$ cat config.mk
export PLATFORM = sky130hd
export DESIGN_NAME = multi_dice_roller
export DESIGN_NICKNAME = d
export VERILOG_FILES = /design/src/rtl/multi_dice_roller.sv
export SDC_FILE = /design/constraint.sdc
export NUM_CORES = 1
export LEC_CHECK = 0
export ABC_AREA = 1
export BUFFER_PORTS_ARGS = -buffer_cell sky130_fd_sc_hd__buf_2
export CAP_MARGIN = 25
export CORE_UTILIZATION = 60
export CTS_BUF_LIST = sky130_fd_sc_hd__clkbuf_8
export CTS_CLUSTER_SIZE = 8
export DETAILED_ROUTE_END_ITERATION = 10
export PLACE_DENSITY = 0.79
export SYNTH_ARGS = -nofsm -noshare
export SYNTH_HDL_FRONTEND = slang
export SYNTH_SLANG_ARGS = --single-unit
$ cat constraint.sdc
create_clock -name clk -period 5.8 [get_ports clk]
set_clock_uncertainty 0.05 [all_clocks]
set_input_delay 1.16 -clock clk [delete_from_list [all_inputs] [get_ports clk]]
set_output_delay 1.16 -clock clk [all_outputs]
set_load 0.1 [all_outputs]
$ cat src/rtl/multi_dice_roller.sv
// Multi-die roller: debounced button starts a roll, per-die LFSRs tumble the faces,
// then a slow-down phase settles them and a one-cycle result pulse is issued.
module multi_dice_roller #(
  parameter int DICE_MAX        = 6,
  parameter int NUM_DICE        = 2,
  parameter int DEBOUNCE_CYCLES = 4,
  parameter int ROLL_CYCLES     = 32,
  parameter int SETTLE_CYCLES   = 16,
  localparam int BIT_WIDTH      = $clog2(DICE_MAX + 1),
  localparam int SUM_WIDTH      = $clog2(NUM_DICE * DICE_MAX + 1)
) (
  input  logic                          clk,
  input  logic                          reset,
  input  logic                          button,
  input  logic                          mode,
  output logic [NUM_DICE*BIT_WIDTH-1:0] dice_values,
  output logic [SUM_WIDTH-1:0]          dice_sum,
  output logic                          result_valid,
  output logic                          rolling,
  output logic [15:0]                   roll_count
);

  localparam int DB_W   = $clog2(DEBOUNCE_CYCLES + 1);
  localparam int PH_MAX = (ROLL_CYCLES > SETTLE_CYCLES) ? ROLL_CYCLES : SETTLE_CYCLES;
  localparam int CNT_W  = $clog2(PH_MAX + 1);

  typedef enum logic [1:0] {
    S_IDLE    = 2'd0,
    S_ROLLING = 2'd1,
    S_SETTLE  = 2'd2,
    S_DONE    = 2'd3
  } state_t;

  // Fibonacci LFSR, taps 16,14,13,11, right shift with feedback entering bit 15
  function automatic logic [15:0] lfsr_step(input logic [15:0] l);
    return {l[0] ^ l[2] ^ l[3] ^ l[5], l[15:1]};
  endfunction

  function automatic logic [BIT_WIDTH-1:0] face(input logic [15:0] l);
    return BIT_WIDTH'((l % 16'(DICE_MAX)) + 16'd1);
  endfunction

  state_t                        state_q, state_d;
  logic                          sync1_q, sync2_q;
  logic                          btn_db_q, btn_db_d, btn_prev_q;
  logic [DB_W-1:0]               db_cnt_q, db_cnt_d;
  logic                          mode_q, mode_d;
  logic [CNT_W-1:0]              ph_q, ph_d;
  logic [15:0]                   lfsr_q [NUM_DICE];
  logic [NUM_DICE*BIT_WIDTH-1:0] dice_q;
  logic [SUM_WIDTH-1:0]          sum_q, sum_d;
  logic                          valid_q, rolling_q;
  logic [15:0]                   count_q;
  logic                          press_s, release_s, adv_s, upd_s, done_s;

  assign press_s   =  btn_db_q & ~btn_prev_q;
  assign release_s = ~btn_db_q &  btn_prev_q;

  // Debounce: accept the synchronised level only after DEBOUNCE_CYCLES of disagreement
  always_comb begin
    btn_db_d = btn_db_q;
    db_cnt_d = '0;
    if (sync2_q != btn_db_q) begin
      if (db_cnt_q == DB_W'(DEBOUNCE_CYCLES - 1)) begin
        btn_db_d = sync2_q;
        db_cnt_d = '0;
      end else begin
        db_cnt_d = db_cnt_q + 1'b1;
      end
    end else begin
      db_cnt_d = '0;
    end
  end

  // Roll sequencing: next state, phase counter and dice advance/update strobes
  always_comb begin
    state_d = state_q;
    mode_d  = mode_q;
    ph_d    = ph_q;
    adv_s   = 1'b0;
    upd_s   = 1'b0;
    done_s  = 1'b0;
    case (state_q)
      S_IDLE: begin
        if (press_s) begin
          state_d = S_ROLLING;
          mode_d  = mode;
          ph_d    = '0;
        end else begin
          state_d = S_IDLE;
        end
      end
      S_ROLLING: begin
        adv_s = 1'b1;
        upd_s = 1'b1;
        ph_d  = ph_q + 1'b1;
        if (mode_q ? (ph_q == CNT_W'(ROLL_CYCLES - 1)) : release_s) begin
          state_d = S_SETTLE;
          ph_d    = '0;
        end else begin
          state_d = S_ROLLING;
        end
      end
      S_SETTLE: begin
        adv_s = 1'b1;
        upd_s = (ph_q[1:0] == 2'b00);
        ph_d  = ph_q + 1'b1;
        if (ph_q == CNT_W'(SETTLE_CYCLES - 1)) begin
          state_d = S_DONE;
          ph_d    = '0;
          done_s  = 1'b1;
        end else begin
          state_d = S_SETTLE;
        end
      end
      S_DONE:  state_d = S_IDLE;
      default: state_d = S_IDLE;
    endcase
  end

  // Sum of the currently presented dice, registered one cycle later
  always_comb begin
    sum_d = '0;
    for (int i = 0; i < NUM_DICE; i++) begin
      sum_d = sum_d + SUM_WIDTH'(dice_q[i*BIT_WIDTH +: BIT_WIDTH]);
    end
  end

  // Control, button pipeline and output registers
  always_ff @(posedge clk or posedge reset) begin
    if (reset) begin
      state_q    <= S_IDLE;
      sync1_q    <= 1'b0;
      sync2_q    <= 1'b0;
      btn_db_q   <= 1'b0;
      btn_prev_q <= 1'b0;
      db_cnt_q   <= '0;
      mode_q     <= 1'b0;
      ph_q       <= '0;
      sum_q      <= SUM_WIDTH'(NUM_DICE);
      valid_q    <= 1'b0;
      rolling_q  <= 1'b0;
      count_q    <= 16'd0;
    end else begin
      state_q    <= state_d;
      sync1_q    <= button;
      sync2_q    <= sync1_q;
      btn_db_q   <= btn_db_d;
      btn_prev_q <= btn_db_q;
      db_cnt_q   <= db_cnt_d;
      mode_q     <= mode_d;
      ph_q       <= ph_d;
      sum_q      <= sum_d;
      valid_q    <= done_s;
      rolling_q  <= (state_d == S_ROLLING) || (state_d == S_SETTLE);
      count_q    <= count_q + {15'd0, done_s};
    end
  end

  // Per-die LFSRs and face registers; faces sample the pre-shift LFSR value
  always_ff @(posedge clk or posedge reset) begin
    if (reset) begin
      for (int i = 0; i < NUM_DICE; i++) begin
        lfsr_q[i]                          <= 16'(i + 1);
        dice_q[i*BIT_WIDTH +: BIT_WIDTH]   <= BIT_WIDTH'(1);
      end
    end else begin
      for (int i = 0; i < NUM_DICE; i++) begin
        if (adv_s) lfsr_q[i] <= lfsr_step(lfsr_q[i]);
        if (upd_s) dice_q[i*BIT_WIDTH +: BIT_WIDTH] <= face(lfsr_q[i]);
      end
    end
  end

  assign dice_values  = dice_q;
  assign dice_sum     = sum_q;
  assign result_valid = valid_q;
  assign rolling      = rolling_q;
  assign roll_count   = count_q;

endmodule

After elaboration in Yosys (flattened, before gate mapping)
Index checks and enable logic that the tools add are counted.
{"block": "totals", "regBits": 76, "input_bits": 4, "output_inout_bits": 28, "word_cells": 66}
{"block": "op_classes", "addsub": 6, "n_div": 2, "eq_ne": 10, "n_mux": 15, "bitwise": 10, "reduce_logical": 8}
{"cell": "16-bit by 3-bit remainder unit with 16-bit output, second input constant", "n": 2}
{"cell": "6-bit two-way mux", "n": 3}
{"cell": "6-bit one-hot mux with 3 select lines", "n": 1}
{"cell": "16-bit by 1-bit adder with 16-bit output", "n": 1}
{"cell": "3-bit by 1-bit adder with 3-bit output, second input constant", "n": 3}
{"cell": "2-bit one-hot mux with 4 select lines", "n": 1}
{"cell": "6-bit by 1-bit adder with 6-bit output, second input constant", "n": 1}
{"cell": "2-bit equality test, second input constant", "n": 3}
{"cell": "6-bit by 4-bit equality test with 1-bit output, second input constant", "n": 1}
{"cell": "6-bit by 5-bit equality test with 1-bit output, second input constant", "n": 1}
{"cell": "1-bit two-way mux", "n": 6}
{"cell": "3-bit two-way mux", "n": 2}
{"cell": "2-bit AND reduction", "n": 3}
{"cell": "1-bit XOR", "n": 6}
{"cell": "3-bit by 3-bit adder with 4-bit output", "n": 1}
{"cell": "2-bit by 1-bit equality test with 1-bit output, second input constant", "n": 2}
{"cell": "2-bit logical NOT", "n": 2}
{"cell": "3-bit by 2-bit equality test with 1-bit output, second input constant", "n": 1}
{"cell": "3-bit nonzero test", "n": 1}
{"cell": "1-bit AND", "n": 2}
{"cell": "2-bit two-way mux", "n": 1}
{"cell": "2-bit inequality test, second input constant", "n": 1}
{"cell": "1-bit inverter", "n": 2}
{"cell": "1-bit one-hot mux with 2 select lines", "n": 1}
{"cell": "other kinds (3)", "n": 3}

Logic depth before layout (Yosys ltp)
{"block": "depth", "ltp_word": 7, "ltp_mapped": 47, "mapped_depth_nobuf": 47}

Worst setup path before layout
Ideal clock, no wire load.
{"block": "synth_path", "kind": "register to register", "from": "register lfsr_q[14] (netlist name)", "to": "register dice_q[5] (netlist: dice_values[5])", "setup_time_ns": 0.120, "t_arrival_ns": 3.625, "required_ns": 5.630, "path_slack_ns": 2.005, "path_stages_with_launch": 44, "path_buffers": 0, "period_less_slack_ns": 3.795, "path_cell_list": "dfrtp_1 > inv_2 > nand2_1 > o21ai_1 > nand2_1 > nand2_1 > nand2_1 > nand3_2 > nand2_1 > nand2_1 > nand3_2 > nand2_1 > nand2_1 > nand3_2 > nand2_1 > nand2_1 > nand3_2 > nand2_1 > [8 not listed] > nand2_1 > nand3_1 > nand3_1 > nand3_1 > nand2_1 > nand2_1 > nand2_2 > o21bai_4 > nand2_2 > a21oi_1 > nor2_1 > ha_1 > inv_1 > nand3_1 > nand2_1 > nand2_1 > nand3_1 > nand2_1"}
{"block": "synth_between", "elab_chain_cells": 2}
{"item": "from (decl)", "line_no": "49", "source": "logic [15:0] lfsr_q [NUM_DICE];"}
{"item": "from (signal, indexed assignment)", "line_no": "164", "source": "lfsr_q[i] <= 16'(i + 1);"}
{"item": "from (signal, indexed assignment)", "line_no": "169", "source": "if (adv_s) lfsr_q[i] <= lfsr_step(lfsr_q[i]);"}
{"item": "16-bit by 3-bit remainder unit with 16-bit output", "line_no": "40", "source": "return BIT_WIDTH'((l % 16'(DICE_MAX)) + 16'd1);"}
{"item": "3-bit by 1-bit adder with 3-bit output", "line_no": "40"}
{"item": "to (signal, indexed assignment)", "line_no": "170", "source": "if (upd_s) dice_q[i*BIT_WIDTH +: BIT_WIDTH] <= face(lfsr_q[i]);"}
{"item": "to (decl)", "line_no": "50", "source": "logic [NUM_DICE*BIT_WIDTH-1:0] dice_q;"}
No other way between the ends.
A chain may end at the register's enable or synchronous reset.

Worst setup path after layout
{"block": "layout_path", "from": "register lfsr_q[31] (netlist name)", "to": "register dice_q[2] (netlist: dice_values[2])"}
Same word-level chain as after synthesis.

==> impl_metrics.json <==
{
  "outcome": "complete, no violations",
  "critPathKind": "flip-flop to flip-flop",
  "maxCapViolations": 0,
  "whs_ps": 309,
  "cts_resized": 0,
  "ys_seq_area_frac": 0.444,
  "area_delta_synth_final_pct": 11.8,
  "grt_max_degree": 77,
  "first_pass_iters": 4,
  "setup_viol": 0,
  "ios": 32,
  "cellPowerDensity_mw_per_mm2": 306,
  "clk_pin_slew_ps": 80,
  "worst_slew_pin_slew_ps": 938,
  "post_cts_buffers": 0,
  "slew_headroom": 0.374,
  "hold_viol": 0,
  "dpl.hpwl_um": 5310,
  "ant_nets": 0,
  "gp_congestion": 0.795,
  "period_needed_ps": 4310,
  "final_cell_mix": "nand2_1 (159), dfrtp_1 (71), inv_1 (70)",
  "fin_cells": 675,
  "crit_path_top_delay_cell": "dfrtp_1",
  "die_h_um": 86.6,
  "layout.nets": 594,
  "r2r_slack_ps": 1490,
  "ys_seq_elements": 76,
  "slew_violations": 0,
  "synth_cell_type_count": 35,
  "setup_ws_ps": 1490,
  "synth.avg_cell_area_um2": 7.99,
  "insertion_delay_ps": 350,
  "critPathLaunchType": "flip-flop",
  "end_kind": "flip-flop",
  "hold_buffers": 0,
  "grt_setup_unrepaired": "false",
  "fmax_mhz": 232,
  "drt_iter0_markers": 181,
  "num_rows": 30,
  "final_common_cell": "nand2_1",
  "cts_tree": "built",
  "htree_levels": 3,
  "antenna_found_initial": 0,
  "irDropWorstVdd_mv": 0.270,
  "cts_buffers": 9,
  "total_power_mw": 1.47,
  "pre_cts_ws_ps": 1520,
  "drc": 0,
  "overflow": 0,
  "viasPerCell": 5.04,
  "layout-drive-gt1-share": 0.162,
  "crit_required_ps": 5990,
  "wl_per_cell_um": 11.1,
  "setup_tns_ps": 0,
  "synth_cells": 537,
  "core_area_mm2": 0.00687,
  "die_w_um": 86.6,
  "critPathMaxStageDelay_ps": 420,
  "final_util": 0.699,
  "arrival_ps": 4490,
  "grt_use_total": 0.222,
  "grt_pass1_wl_um": 13200,
  "initial_utilization": 0.625,
  "cts-root-buf": "clkbuf_8",
  "cpMostUsedCell": "nand2_1",
  "fin_crit_sh": 0.743,
  "drt-total-wl_um": 7480,
  "hp-class": "flip-flop to flip-flop",
  "numPortBuffers": 31,
  "dpl-instance-area_mm2": 0.00456,
  "die_area_mm2": 0.00750,
  "num_antenna_cells": 0,
  "yosysWarnings": 0,
  "post-place-cells": 659,
  "vias": 3405,
  "clock_path_buffers": 2,
  "p_leak_nw": 2.44,
  "synth_nets": 557,
  "cts.sinks": 76,
  "design_area_mm2": 0.00480,
  "path_max_fanout": 5,
  "grt_pass1_vias": 3289,
  "syn_area_mm2": 0.00429
}
[report_power, final]
group	switching, mW	total, mW	internal (mW)
combinational	0.301	0.378	0.0771
sequential	0.0245	0.604	0.579
clock	0.192	0.486	0.295
total	0.517	1.47	0.951
[sequential cells by signal, indices dropped and copies added, names as in the netlist]
| signal | flops |
|---|---|
| dice_sum | 4 |
| btn_db_q | 1 |
| result_valid | 1 |
| dice_values | 6 |
| lfsr_q | 32 |
| sync1_q | 1 |
| roll_count | 16 |
| ph_q | 6 |
| mode_q | 1 |
| sync2_q | 1 |
| btn_prev_q | 1 |
| rolling | 1 |
| db_cnt_q | 3 |
| state_q | 2 |
[Yosys cell counts]
library cell  instances  area (um^2)
nand3_2              11          110
nand3_4               1         17.5
o21bai_1              1         7.51
nand2_4               2         22.5
o21ai_1              17         85.1
o21bai_4              1         18.8
clkbuf_1              7         26.3
nand4_1               1         6.26
or2_1                 1         6.26
dfstp_2               5          131
a31oi_1               1         6.26
nand2_1             159          597
nor3_1                6         30.0
dfrtp_1              71         1780
o22ai_1               1         6.26
xnor2_1               8         70.1
nor2_1               19         71.3
nand3_1              42          210
o21ai_2               8         70.1
a21oi_1               8         40.0
nor2_2                1         6.26
inv_1                70          263
nor3b_1               3         22.5
xor2_1               17          149
nand2_2              11         68.8
inv_2                 3         11.3
o211ai_1              1         7.51
and3_1                1         6.26
a22oi_1               1         7.51
fa_1                  1         20.0
ha_1                 15          188
mux2_2                2         22.5
o21ai_0              39          195
o21a_1                1         7.51
a41oi_1               1         8.76
[per-layer routing]
layer | global-route usage | part of all wire | up-vias
met5 | 0 | 0 | -
met1 | 0.267 | 0.47 | 1566
met4 | 0.0939 | 0.016 | 0
met3 | 0.0438 | 0.026 | 11
li1 | - | - | 1784
met2 | 0.390 | 0.49 | 44
[worst max-delay path, delay by kind of cell (launching register included)]
kind	cells	cell delay, ps
compound gates	11	1350
fa+ha+maj	1	180
buf+inv	4	240
flops	1	420
simple gates	22	1940
[final cells by class]
class	count	area (um^2)
Sequential cell	76	1910
Inverter	73	274
Fill cell	553	2070
Clock inverter	6	104
Clock buffer	10	138
Timing Repair Buffer	33	170
Tap cell	96	120
Multi-Input combinational cell	381	2080
[path summary, 6_finish.rpt]
check                                  to  startpoint  depth (start not counted)
setup reg to reg           dice_values[2]  lfsr_q[31]                         38
min in group asynchronous  roll_count[10]       reset                          3
hold / removal                    sync2_q     sync1_q                          0
hold reg to reg                   sync2_q     sync1_q                          0
setup / recovery           dice_values[2]  lfsr_q[31]                         38
max in group asynchronous     dice_sum[2]       reset                          3
[kinds of logic after synthesis]
| kind of cell | synth area share |
|---|---|
| AND/OR/NAND/NOR | 0.274 |
| XOR/XNOR | 0.0510 |
| multiplexers | 0.00525 |
| buffers and inverters | 0.0700 |
| AO/OA/AOI/OAI | 0.107 |
| adder cells (fa/ha/maj) | 0.0484 |
| flip-flops | 0.444 |
Note: power is estimated with default switching activity, not from simulation.
